### config.mk
export PLATFORM = sky130hd
export DESIGN_NAME = cla_pipe_addsub
export DESIGN_NICKNAME = d
export VERILOG_FILES = /design/src/rtl/cla_pkg.sv /design/src/rtl/cla_group.sv /design/src/rtl/cla_pipe_addsub.sv
export SDC_FILE = /design/constraint.sdc
export NUM_CORES = 1
export LEC_CHECK = 0
export CAP_MARGIN = 20
export CORE_AREA = 2 2 147 149
export CTS_CLUSTER_DIAMETER = 40
export CTS_CLUSTER_SIZE = 12
export DETAILED_ROUTE_END_ITERATION = 8
export DIE_AREA = 0 0 149 151
export GPL_ROUTABILITY_DRIVEN = 0
export PLACE_DENSITY = 0.65
export SYNTH_ARGS = -nofsm -noshare
export SYNTH_HDL_FRONTEND = slang
export SYNTH_HIERARCHICAL = 1
export SYNTH_SLANG_ARGS = --single-unit --ignore-timing --ignore-initial --compat-mode --unroll-limit 50000
### constraint.sdc
create_clock -name clk -period 3.75 [get_ports clk]
set_clock_uncertainty 0.15 [all_clocks]
set_input_delay 0.375 -clock clk [delete_from_list [all_inputs] [get_ports clk]]
set_output_delay 0.375 -clock clk [all_outputs]
set_load 0.01 [all_outputs]
### src/rtl/cla_pkg.sv
// Shared lookahead helpers and configuration checks for the pipelined CLA adder/subtractor.
package cla_pkg;

  // Widest P/G vector the helpers accept; callers pad unused upper positions with P=1, G=0.
  localparam int unsigned MAX_LA = 32;

  // Group propagate/generate: P = AND of all p, G = g[n-1] | p[n-1]g[n-2] | ... | p[n-1..1]g[0].
  function automatic logic [1:0] group_pg(input logic [MAX_LA-1:0] p,
                                          input logic [MAX_LA-1:0] g);
    logic pp;
    logic gg;
    logic term;
    pp = &p;
    gg = 1'b0;
    for (int i = 0; i < int'(MAX_LA); i++) begin
      term = g[i];
      for (int j = i + 1; j < int'(MAX_LA); j++) begin
        term = term & p[j];
      end
      gg = gg | term;
    end
    return {pp, gg};
  endfunction

  // Flattened lookahead carries: c[i+1] = OR_j (g[j] & p[j+1..i]) | (cin & p[0..i]); c[0] = cin.
  function automatic logic [MAX_LA:0] lookahead_carry(input logic [MAX_LA-1:0] p,
                                                      input logic [MAX_LA-1:0] g,
                                                      input logic              cin);
    logic [MAX_LA:0] c;
    logic            term;
    logic            ci;
    c    = '0;
    c[0] = cin;
    for (int i = 0; i < int'(MAX_LA); i++) begin
      term = cin;
      for (int j = 0; j <= i; j++) begin
        term = term & p[j];
      end
      ci = term;
      for (int j = 0; j <= i; j++) begin
        term = g[j];
        for (int m = j + 1; m <= i; m++) begin
          term = term & p[m];
        end
        ci = ci | term;
      end
      c[i+1] = ci;
    end
    return c;
  endfunction

  // Legal configurations: whole groups, whole stages, group size 2..8, stage lookahead fits MAX_LA.
  function automatic logic cfg_ok(input int unsigned width,
                                  input int unsigned group,
                                  input int unsigned stages);
    logic ok;
    ok = (group >= 2) && (group <= 8) && (stages >= 1) && (width >= group);
    if (ok) begin
      ok = ((width % group) == 0) && (((width / group) % stages) == 0)
           && (((width / group) / stages) < MAX_LA);
    end
    return ok;
  endfunction

endpackage

### src/rtl/cla_group.sv
// One lookahead group: bit-level carries resolved in parallel from cin, plus group P/G.
module cla_group
  import cla_pkg::*;
#(
  parameter int unsigned GROUP = 4
) (
  input  logic [GROUP-1:0] a,
  input  logic [GROUP-1:0] b,
  input  logic             cin,
  output logic [GROUP-1:0] sum,
  output logic             P,
  output logic             G
);

  logic [GROUP-1:0]  p;
  logic [GROUP-1:0]  g;
  logic [MAX_LA-1:0] p_ext;
  logic [MAX_LA-1:0] g_ext;
  logic [MAX_LA:0]   c;
  logic [1:0]        pg;
  logic              unused_c;

  assign p = a ^ b;
  assign g = a & b;

  // Pad above the group with transparent positions so helper results equal the GROUP-bit ones.
  assign p_ext = {{(MAX_LA - GROUP){1'b1}}, p};
  assign g_ext = {{(MAX_LA - GROUP){1'b0}}, g};

  assign pg = group_pg(p_ext, g_ext);
  assign P  = pg[1];
  assign G  = pg[0];

  assign c   = lookahead_carry(p_ext, g_ext, cin);
  assign sum = p ^ c[GROUP-1:0];

  assign unused_c = ^c[MAX_LA:GROUP];

endmodule

### src/rtl/cla_pipe_addsub.sv
// Pipelined carry-lookahead adder/subtractor with elastic valid/ready stages and result flags.
module cla_pipe_addsub
  import cla_pkg::*;
#(
  parameter int unsigned WIDTH  = 32,
  parameter int unsigned GROUP  = 4,
  parameter int unsigned STAGES = 4
) (
  input  logic             clk,
  input  logic             rst_n,
  input  logic             in_valid,
  output logic             in_ready,
  input  logic [WIDTH-1:0] A,
  input  logic [WIDTH-1:0] B,
  input  logic             Cin,
  input  logic             Sub,
  output logic             out_valid,
  input  logic             out_ready,
  output logic [WIDTH-1:0] Sum,
  output logic             Cout,
  output logic             Ovf,
  output logic             Zero
);

  localparam int unsigned NG   = WIDTH / GROUP;
  localparam int unsigned GPS  = NG / STAGES;
  localparam int unsigned SW   = GPS * GROUP;
  localparam int unsigned LAST = STAGES - 1;

  if (!cfg_ok(WIDTH, GROUP, STAGES)) begin : g_bad_cfg
    $error("cla_pipe_addsub: illegal WIDTH/GROUP/STAGES combination");
  end

  // Per-stage registers (full width kept for uniform indexing; unresolved upper bits ride along).
  logic [STAGES-1:0]              vld;
  logic [STAGES-1:0]              c_r;
  logic [STAGES-1:0][WIDTH-1:0]   a_r;
  logic [STAGES-1:0][WIDTH-1:0]   bx_r;
  logic [STAGES-1:0][WIDTH-1:0]   sum_r;
  logic                           ovf_r;
  logic                           zero_r;

  // Stage inputs and combinational results.
  logic [STAGES-1:0]              src_v;
  logic [STAGES-1:0]              src_c;
  logic [STAGES-1:0][WIDTH-1:0]   src_a;
  logic [STAGES-1:0][WIDTH-1:0]   src_bx;
  logic [STAGES-1:0][WIDTH-1:0]   src_sum;
  logic [STAGES-1:0][WIDTH-1:0]   nxt_sum;
  logic [STAGES-1:0][MAX_LA:0]    stg_c;
  logic [STAGES-1:0]              rdy;
  logic [WIDTH-1:0]               grp_sum;
  logic [NG-1:0]                  grp_p;
  logic [NG-1:0]                  grp_g;
  logic [NG-1:0]                  grp_cin;
  logic                           c_msb;
  logic                           ovf_nxt;
  logic [STAGES-1:0]              unused_la;
  logic                           unused_pipe;

  // Stage 0 works on the live operands (Bx and c0 formed here); later stages on the previous registers.
  always_comb begin
    src_v   = '0;
    src_c   = '0;
    src_a   = '0;
    src_bx  = '0;
    src_sum = '0;
    src_v[0]  = in_valid;
    src_a[0]  = A;
    src_bx[0] = Sub ? ~B : B;
    src_c[0]  = Cin ^ Sub;
    for (int k = 1; k < int'(STAGES); k++) begin
      src_v[k]   = vld[k-1];
      src_a[k]   = a_r[k-1];
      src_bx[k]  = bx_r[k-1];
      src_c[k]   = c_r[k-1];
      src_sum[k] = sum_r[k-1];
    end
  end

  // Backward ready chain: a stage may load if empty or its content moves on this cycle.
  always_comb begin
    rdy       = '0;
    rdy[LAST] = !vld[LAST] || out_ready;
    for (int k = int'(LAST) - 1; k >= 0; k--) begin
      rdy[k] = !vld[k] || rdy[k+1];
    end
  end

  // Group instances and the second-level lookahead across the groups owned by each stage.
  for (genvar k = 0; k < int'(STAGES); k++) begin : g_stage
    assign stg_c[k] = lookahead_carry({{(MAX_LA - GPS){1'b1}}, grp_p[k*GPS +: GPS]},
                                      {{(MAX_LA - GPS){1'b0}}, grp_g[k*GPS +: GPS]},
                                      src_c[k]);
    assign unused_la[k] = ^stg_c[k][MAX_LA:GPS+1];

    for (genvar j = 0; j < int'(GPS); j++) begin : g_grp
      localparam int unsigned GI = k * GPS + j;
      assign grp_cin[GI] = stg_c[k][j];
      cla_group #(.GROUP(GROUP)) u_grp (
        .a   (src_a[k][GI*GROUP +: GROUP]),
        .b   (src_bx[k][GI*GROUP +: GROUP]),
        .cin (grp_cin[GI]),
        .sum (grp_sum[GI*GROUP +: GROUP]),
        .P   (grp_p[GI]),
        .G   (grp_g[GI])
      );
    end
  end

  // Merge each stage's freshly resolved slice into the partial sum it inherits.
  always_comb begin
    nxt_sum = src_sum;
    for (int k = 0; k < int'(STAGES); k++) begin
      nxt_sum[k][k*SW +: SW] = grp_sum[k*SW +: SW];
    end
  end

  // Carry into the MSB recovered from sum = p ^ c; overflow is that carry against carry-out.
  assign c_msb   = nxt_sum[LAST][WIDTH-1] ^ src_a[LAST][WIDTH-1] ^ src_bx[LAST][WIDTH-1];
  assign ovf_nxt = c_msb ^ stg_c[LAST][GPS];

  // Stage registers: hold on stall, load on ready, flags captured with the last stage.
  always_ff @(posedge clk) begin
    if (!rst_n) begin
      vld    <= '0;
      c_r    <= '0;
      a_r    <= '0;
      bx_r   <= '0;
      sum_r  <= '0;
      ovf_r  <= 1'b0;
      zero_r <= 1'b0;
    end else begin
      for (int k = 0; k < int'(STAGES); k++) begin
        if (rdy[k]) begin
          vld[k] <= src_v[k];
          if (src_v[k]) begin
            a_r[k]   <= src_a[k];
            bx_r[k]  <= src_bx[k];
            sum_r[k] <= nxt_sum[k];
            c_r[k]   <= stg_c[k][GPS];
          end
        end
      end
      if (rdy[LAST] && src_v[LAST]) begin
        ovf_r  <= ovf_nxt;
        zero_r <= ~|nxt_sum[LAST];
      end
    end
  end

  assign in_ready  = rdy[0];
  assign out_valid = vld[LAST];
  assign Sum       = sum_r[LAST];
  assign Cout      = c_r[LAST];
  assign Ovf       = ovf_r;
  assign Zero      = zero_r;

  assign unused_pipe = ^{a_r[LAST], bx_r[LAST], unused_la};

endmodule

==> impl_metrics.toml <==
[status]
status = "finished clean"

[floorplanning]
die_h_um = 151
design.portCount = 107
chipWidth_um = 149
core_area_um2 = 20800
die-area_um2 = 22500
rows = 53
start_util = 0.443

[cells_and_area]
diodes = 0
synthToLayoutAreaGrowth_pct = 19.3
layout_commonest_cell = "nand2_1"
layout-drive-gt1-share = 0.143
nNetsFinal = 1233
final_area_um2 = 11000
fin_util = 0.528
final_cell_mix = "320 x nand2_1, 186 x dfxtp_1, 115 x a21boi_1, 104 x clkdlybuf4s50_1"

[power_and_ir_drop]
p_total_mw = 4.44
ir_drop_mv = 0.253
p_seq_frac = 0.473
switching_power_mw = 1.09
clockPowerShare = 0.410
powerDensity_nw_per_um2 = 404
p_sw_frac = 0.245
cell_internal_pwr_mw = 3.35
comb_power_share = 0.118
power_leakage_nw = 4.10

[clock_tree]
cts_tree = "done"
post_cts_resized = 0
cts_made_buffers = 17
cts_setup_buffers = 0
clock_latency_ns = 0.43
cts_buffer_depth = 2
cts_sinks = 186
cts.root.buffer_cell = "clkbuf_16"
ctsHtreeMaxLevel = 4
ctsHoldBuffers = 0
clk_pin_slew_worst_paths_ns = 0.07

[routing]
firstDrtPassIters = 5
antenna_left = 0
wl_per_cell_um = 13.0
vias_per_cell = 4.82
drt-initial-drc-count = 350
drc = 0
vias = 6757
wirelength_um = 18200

[critical_path]
crit_path_cell_trace = "ha_1 > and4_2 > a21o_1 > ha_1 > o211ai_1 > nand2_1 > xor2_1 > xor2_1 > xnor2_1 > nand4b_1 > o211ai_1"
worstPathMaxFanout = 5
critPathCaptureType = "flop"
critical_path.slowest_cell = "ha_1"
cp_num_buf_inv = 0
cp-start-kind = "flop"
timing.critical_path.max_delay_family = "XOR/XNOR gates"
critPathKind = "reg2reg"
cp.arrival_ns = 2.90
cp_data_required_time_ns = 3.95
worst_path_largest_cell_delay_ns = 0.36

[global_routing]
overflow = 0
grt_pass1_vias = 6287
grt_antenna_before_repair = 0
grt_max_degree = 107
track_usage = 0.169
grt_first_pass_wirelength_um = 31000

[job]
drv_cap = 0

[logic_synthesis]
synthCells = 1044
ys_types = 36
ys_seq_area_frac = 0.404
synth_warnings = 6
synth-seq-cells = 186
syn_nets = 1162
avgSynthCellArea_um2 = 8.83
synth_area_um2 = 9220

[sta]
drv_slew = 0
setup_viol = 0
fin_crit_sh = 0.719
hold_viol = 0
rsz0062_at_grt = "false"
tightest_slew_ns = 0.790
clock.fmax_mhz = 371
relSlewSlack = 0.472
period_minus_slack_ns = 2.69
final.setup.tns_ns = 0

[hold_path]
hold_path_class = "reg2reg"

[place]
placed_area_um2 = 10400
port_buffers = 106
dp_hpwl_um = 12500
-- area by class of cell --
type / count / area [um^2]
Clock inverter: 10 / 146
Sequential cell: 186 / 3720
Clock buffer: 20 / 447
Fill cell: 1985 / 9830
Multi-Input combinational cell: 766 / 4990
Timing Repair Buffer: 122 / 1260
Tap cell: 275 / 344
Inverter: 22 / 82.6
-- worst reg2reg max path, delay by kind of cell, from the launching register on --
kind | cells | cell delay, ns
simple gates | 3 | 0.44
flops | 1 | 0.31
fa+ha+maj | 2 | 0.57
xor+xnor | 3 | 0.67
compound gates | 3 | 0.47
-- cell usage after synthesis --
cell | number | area [um^2]
xor2_1 | 45 | 394
buf_2 | 32 | 160
a21boi_1 | 115 | 863
and4_2 | 7 | 70.1
fa_1 | 8 | 160
nand3_2 | 53 | 531
nand4b_1 | 2 | 17.5
and4b_4 | 1 | 13.8
nand3_1 | 6 | 30.0
a21oi_1 | 31 | 155
a21boi_0 | 7 | 52.6
o21ai_0 | 8 | 40.0
nor2b_1 | 1 | 6.26
and2_1 | 3 | 18.8
xnor2_1 | 14 | 123
nand2b_1 | 1 | 6.26
buf_12 | 6 | 120
nor2_1 | 9 | 33.8
o211a_1 | 2 | 20.0
nand2_1 | 320 | 1200
buf_8 | 1 | 15.0
o211ai_1 | 9 | 67.6
a21boi_4 | 1 | 18.8
dfxtp_1 | 186 | 3720
nor4_1 | 8 | 50.1
buf_4 | 3 | 22.5
o31ai_1 | 1 | 7.51
nand4_1 | 2 | 12.5
clkbuf_1 | 28 | 105
inv_1 | 22 | 82.6
nand3b_1 | 1 | 7.51
a21o_1 | 4 | 30.0
o21ai_1 | 5 | 25.0
o21a_1 | 9 | 67.6
ha_1 | 40 | 500
o21ai_2 | 53 | 464
-- power by group through the flow --
stage / Sequential [mW] / Combinational [mW] / Clock, mW
6_report: 2.10 / 0.522 / 1.82
5_1_grt: 2.10 / 0.584 / 1.94
4_1_cts: 2.10 / 0.529 / 1.86
3_5_place_dp: 2.14 / 0.526 / 0
3_3_place_gp: 2.14 / 0.518 / 0
2_1_floorplan: 2.12 / 0.380 / 0
-- through the flow --
| step | setup slack (ns) | cells | hold WS (ns) |
|---|---|---|---|
| after detailed placement | 0.961 | 1371 | 0.295 |
| after CTS | 1.04 | 1401 | 0.301 |
| after floorplan | 1.12 | 1044 | 0.279 |
| final | 1.06 | 1401 | 0.299 |
| after global placement | 0.973 | 1370 | 0.289 |
| after global routing | 0.821 | 1401 | 0.316 |
-- sequential cells by signal, summed over array words and instances (netlist names) --
register and cells:
nxt_sum 48, Sum 32, Ovf 1, bx_r 48, a_r 48, c_r 4, Zero 1, vld 4
-- final timing paths --
| check | cells after the start | slack [ns] | end | from |
|---|---|---|---|---|
| worst max register to register | 11 | 1.06 | Ovf | a_r[89] |
| worst max-delay path | 11 | 1.06 | Ovf | a_r[89] |
| worst min-delay path | 2 | 0.30 | bx_r[55] | bx_r[23] |
| worst min register to register | 2 | 0.30 | bx_r[55] | bx_r[23] |
-- cell families after synthesis --
logic type               count (synthesis)  synth area share
adder cells (fa/ha/maj)                 48            0.0717
XOR/XNOR                                59            0.0561
AND/OR/NAND/NOR                        414             0.217
flip-flops                             186             0.404
AO/OA/AOI/OAI                          245             0.197
buffers and inverters                   92            0.0548
-- metal layers --
| metal | vias to the layer above | global-route usage | wire (um) | share of wire |
|---|---|---|---|---|
| li1 | 3629 | - | - | - |
| met1 | 2999 | 0.259 | 10100 | 0.56 |
| met2 | 117 | 0.235 | 7120 | 0.39 |
| met3 | 12 | 0.0389 | 790 | 0.043 |
| met4 | 0 | 0.0490 | 162 | 0.0089 |
| met5 | - | 0 | 0 | 0 |
No activity file was read; power rests on OpenSTA's default activity.
